==> src/rtl/exe_pkg.sv <==
// Shared constants for the execute stage: operation classes, per-class
// opcodes, memory request codes and default widths.
package exe_pkg;

  localparam int EXE_DW = 16;
  localparam int EXE_AW = 4;

  typedef enum logic [2:0] {
    SEL_NOP   = 3'b000,
    SEL_LOGIC = 3'b001,
    SEL_RSV2  = 3'b010,
    SEL_ARITH = 3'b011,
    SEL_MEM   = 3'b100,
    SEL_MOVE  = 3'b101,
    SEL_SHIFT = 3'b110,
    SEL_RSV7  = 3'b111
  } alusel_e;

  typedef enum logic [1:0] {
    MEM_NONE  = 2'b00,
    MEM_READ  = 2'b01,
    MEM_WRITE = 2'b10
  } memrw_e;

  localparam logic [2:0] OP_AND  = 3'b000;
  localparam logic [2:0] OP_OR   = 3'b001;
  localparam logic [2:0] OP_XOR  = 3'b010;
  localparam logic [2:0] OP_NOT  = 3'b011;
  localparam logic [2:0] OP_MOVA = 3'b100;

  localparam logic [2:0] OP_ADD  = 3'b000;
  localparam logic [2:0] OP_SUB  = 3'b001;
  localparam logic [2:0] OP_SLT  = 3'b010;
  localparam logic [2:0] OP_SLTU = 3'b011;
  localparam logic [2:0] OP_CMP  = 3'b100;

  localparam logic [2:0] OP_LOAD  = 3'b000;
  localparam logic [2:0] OP_STORE = 3'b001;

  localparam logic [2:0] OP_MV_A = 3'b000;
  localparam logic [2:0] OP_MV_B = 3'b001;
  localparam logic [2:0] OP_NEG  = 3'b010;

  localparam logic [2:0] OP_SLL  = 3'b000;
  localparam logic [2:0] OP_SRL  = 3'b001;
  localparam logic [2:0] OP_SRA  = 3'b010;
  localparam logic [2:0] OP_SRAV = 3'b011;

  // A 3-bit shift field of zero encodes a shift by eight.
  function automatic logic [3:0] fixed_shamt(input logic [2:0] field);
    return (field == 3'd0) ? 4'd8 : {1'b0, field};
  endfunction

endpackage

==> src/rtl/exe_stage_if.sv <==
// Decode-to-execute operand bundle and execute-to-memory result bundle.
interface exe_stage_if
  import exe_pkg::*;
#(
  parameter int DW = EXE_DW,
  parameter int AW = EXE_AW
);
  logic [2:0]    aluop_i;
  logic [2:0]    alusel_i;
  logic [DW-1:0] reg0_i;
  logic [DW-1:0] reg1_i;
  logic [AW-1:0] waddr_i;
  logic          we_i;
  logic          we_o;
  logic [AW-1:0] waddr_o;
  logic [DW-1:0] wdata_o;
  logic [1:0]    memrw_o;
  logic [DW-1:0] memaddr_o;

  modport slave (
    input  aluop_i, alusel_i, reg0_i, reg1_i, waddr_i, we_i,
    output we_o, waddr_o, wdata_o, memrw_o, memaddr_o
  );

  modport master (
    output aluop_i, alusel_i, reg0_i, reg1_i, waddr_i, we_i,
    input  we_o, waddr_o, wdata_o, memrw_o, memaddr_o
  );
endinterface

==> src/rtl/exe_alu.sv <==
// Combinational execute datapath: maps class/op and two operands onto the
// write-back result, write enable and memory request.
module exe_alu
  import exe_pkg::*;
#(
  parameter int DW = EXE_DW
) (
  input  logic [2:0]    alusel_i,
  input  logic [2:0]    aluop_i,
  input  logic [DW-1:0] a_i,
  input  logic [DW-1:0] b_i,
  input  logic          we_i,
  output logic [DW-1:0] result_o,
  output logic          we_o,
  output logic [1:0]    memrw_o,
  output logic [DW-1:0] memaddr_o
);

  logic [3:0] sa_s;

  // Result selection by class, then by opcode within the class.
  always_comb begin
    result_o  = {DW{1'b0}};
    we_o      = we_i;
    memrw_o   = MEM_NONE;
    memaddr_o = {DW{1'b0}};
    sa_s      = fixed_shamt(b_i[2:0]);
    case (alusel_i)
      SEL_LOGIC: begin
        case (aluop_i)
          OP_AND:  result_o = a_i & b_i;
          OP_OR:   result_o = a_i | b_i;
          OP_XOR:  result_o = a_i ^ b_i;
          OP_NOT:  result_o = ~a_i;
          OP_MOVA: result_o = a_i;
          default: result_o = {DW{1'b0}};
        endcase
      end
      SEL_ARITH: begin
        case (aluop_i)
          OP_ADD:  result_o = a_i + b_i;
          OP_SUB:  result_o = a_i - b_i;
          OP_SLT:  result_o = {{(DW-1){1'b0}}, ($signed(a_i) < $signed(b_i))};
          OP_SLTU: result_o = {{(DW-1){1'b0}}, (a_i < b_i)};
          OP_CMP:  result_o = {{(DW-1){1'b0}}, (a_i != b_i)};
          default: result_o = {DW{1'b0}};
        endcase
      end
      SEL_MEM: begin
        case (aluop_i)
          OP_LOAD: begin
            memrw_o   = MEM_READ;
            memaddr_o = a_i;
          end
          OP_STORE: begin
            memrw_o   = MEM_WRITE;
            memaddr_o = a_i;
            result_o  = b_i;
            we_o      = 1'b0;
          end
          default: we_o = 1'b0;
        endcase
      end
      SEL_MOVE: begin
        case (aluop_i)
          OP_MV_A: result_o = a_i;
          OP_MV_B: result_o = b_i;
          OP_NEG:  result_o = {DW{1'b0}} - a_i;
          default: result_o = {DW{1'b0}};
        endcase
      end
      SEL_SHIFT: begin
        case (aluop_i)
          OP_SLL:  result_o = a_i << sa_s;
          OP_SRL:  result_o = a_i >> sa_s;
          OP_SRA:  result_o = $signed(a_i) >>> sa_s;
          OP_SRAV: result_o = $signed(a_i) >>> b_i[3:0];
          default: result_o = {DW{1'b0}};
        endcase
      end
      default: we_o = 1'b0;
    endcase
  end

endmodule

==> src/rtl/exe_stage.sv <==
// Execute stage: combinational ALU followed by the EX/MEM output register,
// which clears on reset and holds while the pipeline is stalled.
module exe_stage
  import exe_pkg::*;
#(
  parameter int DW = EXE_DW,
  parameter int AW = EXE_AW
) (
  input  logic          clk,
  input  logic          rst,
  input  logic          stallreq,
  exe_stage_if.slave    bus
);

  logic [DW-1:0] wdata_d, memaddr_d;
  logic [DW-1:0] wdata_q, memaddr_q;
  logic [1:0]    memrw_d, memrw_q;
  logic          we_d, we_q;
  logic [AW-1:0] waddr_q;

  exe_alu #(.DW(DW)) u_alu (
    .alusel_i  (bus.alusel_i),
    .aluop_i   (bus.aluop_i),
    .a_i       (bus.reg0_i),
    .b_i       (bus.reg1_i),
    .we_i      (bus.we_i),
    .result_o  (wdata_d),
    .we_o      (we_d),
    .memrw_o   (memrw_d),
    .memaddr_o (memaddr_d)
  );

  // EX/MEM register: reset wins over stall, stall holds every field.
  always_ff @(posedge clk) begin
    if (rst) begin
      we_q      <= 1'b0;
      waddr_q   <= {AW{1'b0}};
      wdata_q   <= {DW{1'b0}};
      memrw_q   <= MEM_NONE;
      memaddr_q <= {DW{1'b0}};
    end else if (!stallreq) begin
      we_q      <= we_d;
      waddr_q   <= bus.waddr_i;
      wdata_q   <= wdata_d;
      memrw_q   <= memrw_d;
      memaddr_q <= memaddr_d;
    end
  end

  assign bus.we_o      = we_q;
  assign bus.waddr_o   = waddr_q;
  assign bus.wdata_o   = wdata_q;
  assign bus.memrw_o   = memrw_q;
  assign bus.memaddr_o = memaddr_q;

endmodule

==> src/flat_wrapper.sv <==
// flat-port wrapper written by rule: the top's interface ports become plain ports
module exe_stage_flat import exe_pkg::*;
#(
  parameter int DW = EXE_DW,
  parameter int AW = EXE_AW
)
  (clk, rst, stallreq, bus_aluop_i, bus_alusel_i, bus_reg0_i, bus_reg1_i, bus_waddr_i, bus_we_i, bus_we_o, bus_waddr_o, bus_wdata_o, bus_memrw_o, bus_memaddr_o);
  exe_stage_if #(.DW(DW), .AW(AW)) bus_i ();
  input  logic clk;
  input  logic rst;
  input  logic stallreq;
  input wire logic [$bits(bus_i.aluop_i)-1:0] bus_aluop_i;
  input wire logic [$bits(bus_i.alusel_i)-1:0] bus_alusel_i;
  input wire logic [$bits(bus_i.reg0_i)-1:0] bus_reg0_i;
  input wire logic [$bits(bus_i.reg1_i)-1:0] bus_reg1_i;
  input wire logic [$bits(bus_i.waddr_i)-1:0] bus_waddr_i;
  input wire logic [$bits(bus_i.we_i)-1:0] bus_we_i;
  output wire logic [$bits(bus_i.we_o)-1:0] bus_we_o;
  output wire logic [$bits(bus_i.waddr_o)-1:0] bus_waddr_o;
  output wire logic [$bits(bus_i.wdata_o)-1:0] bus_wdata_o;
  output wire logic [$bits(bus_i.memrw_o)-1:0] bus_memrw_o;
  output wire logic [$bits(bus_i.memaddr_o)-1:0] bus_memaddr_o;
  assign bus_i.aluop_i = bus_aluop_i;
  assign bus_i.alusel_i = bus_alusel_i;
  assign bus_i.reg0_i = bus_reg0_i;
  assign bus_i.reg1_i = bus_reg1_i;
  assign bus_i.waddr_i = bus_waddr_i;
  assign bus_i.we_i = bus_we_i;
  assign bus_we_o = bus_i.we_o;
  assign bus_waddr_o = bus_i.waddr_o;
  assign bus_wdata_o = bus_i.wdata_o;
  assign bus_memrw_o = bus_i.memrw_o;
  assign bus_memaddr_o = bus_i.memaddr_o;
  exe_stage #(.DW(DW), .AW(AW)) u_core (.clk(clk), .rst(rst), .stallreq(stallreq), .bus(bus_i));
endmodule
==> config.mk <==
export PLATFORM = sky130hd
export DESIGN_NAME = exe_stage_flat
export DESIGN_NICKNAME = d
export VERILOG_FILES = /design/src/rtl/exe_pkg.sv /design/src/rtl/exe_stage_if.sv /design/src/rtl/exe_alu.sv /design/src/rtl/exe_stage.sv /design/src/flat_wrapper.sv
export SDC_FILE = /design/constraint.sdc
export NUM_CORES = 1
export LEC_CHECK = 0
export CORE_MARGIN = 5
export CORE_UTILIZATION = 40
export CTS_CLUSTER_DIAMETER = 40
export DETAILED_ROUTE_END_ITERATION = 7
export PLACE_DENSITY = 0.64
export SETUP_SLACK_MARGIN = 0.15
export SKIP_LAST_GASP = 1
export SYNTH_ARGS = -nofsm -noshare
export SYNTH_HDL_FRONTEND = slang
export SYNTH_SLANG_ARGS = --single-unit
==> constraint.sdc <==
create_clock -name clk -period 3.41 [get_ports clk]
set_input_delay 0.682 -clock clk [delete_from_list [all_inputs] [get_ports clk]]
set_output_delay 0.682 -clock clk [all_outputs]
set_load 0.1 [all_outputs]
==> results.sh <==
export IMPL_hold_buffers=0
export IMPL_multiInputGateArea_um2=5300
export IMPL_cts_max_path_buffers=2
export IMPL_numPortBuffers=84
export IMPL_detailedPlace_worstSlack_ns=-0.170
export IMPL_cp_slowest_cell="clkdlybuf4s50_1"
export IMPL_fillCellCount=1540
export IMPL_drive_above_1_share_pct=25.5
export IMPL_required_ns=3.60
export IMPL_critPathCaptureType="flop"
export IMPL_final_seq_area_um2=781
export IMPL_period_share_pct=94.6
export IMPL_synthCells=880
export IMPL_cts_setup_buffers=0
export IMPL_hold_path_depth=2
export IMPL_max_freq_mhz=310
export IMPL_clkTransAtPathRegs_ns=0.07
export IMPL_netlist_area_leader_share_pct=12.0
export IMPL_met1_length_um=11300
export IMPL_die_area_um2=18900
export IMPL_cp_max_fo=3
export IMPL_hold_start="u_core.bus.wdata_o[2]"
export IMPL_track_usage_pct=29.3
export IMPL_r2r_slack_ns=1.74
export IMPL_ys_top_cells_by_area="dfxtp_1 12%, ha_1 9.6%, mux4_2 8.3%"
export IMPL_cts_root_buf="clkbuf_16"
export IMPL_drtPass1Iterations=7
export IMPL_min_path_type="reg -> reg"
export IMPL_ys_seq_elements=39
export IMPL_clock_sinks=39
export IMPL_worstSetupPathType="in -> reg"
export IMPL_min_to="u_core.bus.wdata_o[2]"
export IMPL_setup_viol=0
export IMPL_mostFrequentLayoutCells="179 x buf_4, 91 x nor2_1, 89 x nand2_1"
export IMPL_routed_via_density=6.15
export IMPL_drc=0
export IMPL_start_util_pct=40.9
export IMPL_ant_nets=0
export IMPL_layout_setup_ws_ns=0.186
export IMPL_worstRegToRegCells=6
export IMPL_die_h_um=137
export IMPL_syn_num_nets=978
export IMPL_dr_wl_met3_um=2890
export IMPL_ys_async_sr_fraction_pct=0
export IMPL_fin_total_pwr_uw=2060
export IMPL_timing_rr_start="u_core.bus.wdata_o[8]"
export IMPL_drt_iter0_drc=945
export IMPL_ios=85
export IMPL_clk_latency_ns=0.30
export IMPL_antenna_found_initial=1
export IMPL_top_layer="met5"
export IMPL_grt_max_degree=44
export IMPL_htreeDepth=2
export IMPL_relSlewSlack_pct=34.1
export IMPL_tns_ns=0
export IMPL_yosys_warnings=0
export IMPL_yosysUniqueCellTypes=80
export IMPL_wl_per_cell_um=22.0
export IMPL_cts_inserted_buffers=5
export IMPL_outcome="finished clean"
export IMPL_critPathTopFamily="compound AO/OA/AOI/OAI gates"
export IMPL_synthFlopType="dfxtp_1"
export IMPL_cp_buffers_inverters=2
export IMPL_finalNetCount=1150
export IMPL_slowest_delay_ns=0.48
export IMPL_slew_violations=0
export IMPL_hpwl_um=21700
export IMPL_die_width_um=137
export IMPL_antennaDiodeCount=0
export IMPL_max_slew_worst_pin_slew_ns=0.986
export IMPL_core_area_um2=15900
export IMPL_final_hold_viol_count=0
export IMPL_wl_met2_um=12500
export IMPL_rsz0062_at_grt="yes"
export IMPL_ir_drop_mv=0.191
export IMPL_rows=46
export IMPL_cp_arrival_ns=3.42
export IMPL_grt_pass1_vias=7368
export IMPL_cts_tree="done"
export IMPL_synth_top_cell_by_area="dfxtp_1"
export IMPL_p_per_area_nw_per_um2=237
export IMPL_grt_overflow=0
export IMPL_wl_um=27900
export IMPL_whs_ns=0.482
export IMPL_reg2reg_to="u_core.bus.wdata_o[8]"
export IMPL_grt_pass1_wl_um=42400
export IMPL_maxCapViolations=0
export IMPL_p_leak_uw=0.00366
export IMPL_vias=7802
export IMPL_clock_skew_ns=0
export IMPL_area_growth_pct=33.7
export IMPL_routabilityCongestion=1.01
export IMPL_syn_area_um2=6500
export IMPL_synth_area_per_cell_um2=7.39
export IMPL_crit_chain="clkdlybuf4s50_1 -> inv_1 -> ha_1 -> a211oi_2 -> o211ai_1 -> a221o_1 -> o311a_1 -> o2111a_1 -> a221oi_2 -> o21ai_1"
export IMPL_final_common_cell="buf_4"
export IMPL_final_util_pct=54.7
export IMPL_synth_edff_count=0
export IMPL_start_kind="input port"
export IMPL_yosysSeqAreaShare_pct=12.0
export IMPL_period_needed_ns=3.22
==> state kept, by name, indices dropped and copies added, names as in the netlist <==
signal / cells
u_core.bus.memaddr_o: 16
u_core.bus.memrw_o: 2
u_core.bus.waddr_o: 4
u_core.bus.wdata_o: 16
u_core.bus.we_o: 1
==> worst max path at each step <==
stage / slack [ns] / startpoint / end / cells past startpoint
finish: 0.19 / bus_reg0_i[1] / u_core.bus.wdata_o[15] / 10
detailed placement: -0.17 / bus_reg0_i[1] / u_core.bus.wdata_o[15] / 10
floorplan: 0.18 / bus_reg1_i[2] / u_core.bus.wdata_o[15] / 11
CTS: 0.16 / bus_reg0_i[0] / u_core.bus.wdata_o[12] / 11
global route: 0.12 / bus_reg0_i[1] / u_core.bus.wdata_o[15] / 10
global placement: -0.17 / bus_reg1_i[2] / u_core.bus.wdata_o[15] / 10
==> per-layer routing <==
metal	global-route usage, %	vias to the layer above
met5	0	-
met2	44.7	440
li1	-	3606
met1	39.2	3672
met4	13.6	2
met3	6.43	82
==> metrics by stage <==
step                instance area, um2  cells
floorplan                         6500    880
global placement                  8440   1261
detailed placement                8440   1261
CTS                               8590   1269
global route                      8690   1269
finish                            8690   1269
==> synthesized netlist by cell type (13+ instances only) <==
library cell  count
nor2_1           91
nand2_1          89
inv_1            59
a21oi_1          53
clkbuf_1         51
ha_1             50
mux2i_1          47
o21ai_0          41
dfxtp_1          39
mux4_2           24
a22oi_1          23
nor3_1           18
xnor2_1          17
buf_2            16
nand3_1          14
a221oi_1         13
a31oi_1          13
o211ai_1         13
o31ai_1          13
==> layout make-up <==
type,count,area share (%)
clock buffer,5,1.44
clock inverter,3,0.230
inverter,62,2.69
multi-input combinational,706,61.0
sequential,39,8.99
tap,216,3.11
timing repair buffer,238,22.6
==> logic make-up (layout without fill, tap and decap cells) <==
| logic type | Yosys count | count (layout) | share of synthesized area (%) |
|---|---|---|---|
| compound gates | 270 | 270 | 29.0 |
| xor+xnor | 19 | 19 | 2.56 |
| fa+ha+maj | 52 | 52 | 10.2 |
| buf+inv | 135 | 308 | 8.10 |
| flops | 39 | 39 | 12.0 |
| mux | 78 | 78 | 16.8 |
| simple gates | 287 | 287 | 21.3 |
==> worst reg2reg max path: cells and delay by family (launching register included) <==
family	cells	cell delay, ns
compound gates	3	1.02
flops	1	0.32
simple gates	3	0.22
==> power by group <==
| part | leakage, uW | internal (uW) | switching [uW] |
|---|---|---|---|
| Combinational | 0.00328 | 462 | 623 |
| Sequential | 0.000315 | 463 | 5.01 |
| Clock | 0.0000658 | 271 | 235 |
| Total | 0.00366 | 1200 | 863 |
==> what timing repair did <==
action                                  in CTS  in global routing
endpoints found under the setup margin       1                 12
gates resized for setup                      1                 21
pin swaps                                    0                  8
No activity file was read; power rests on OpenSTA's default activity.
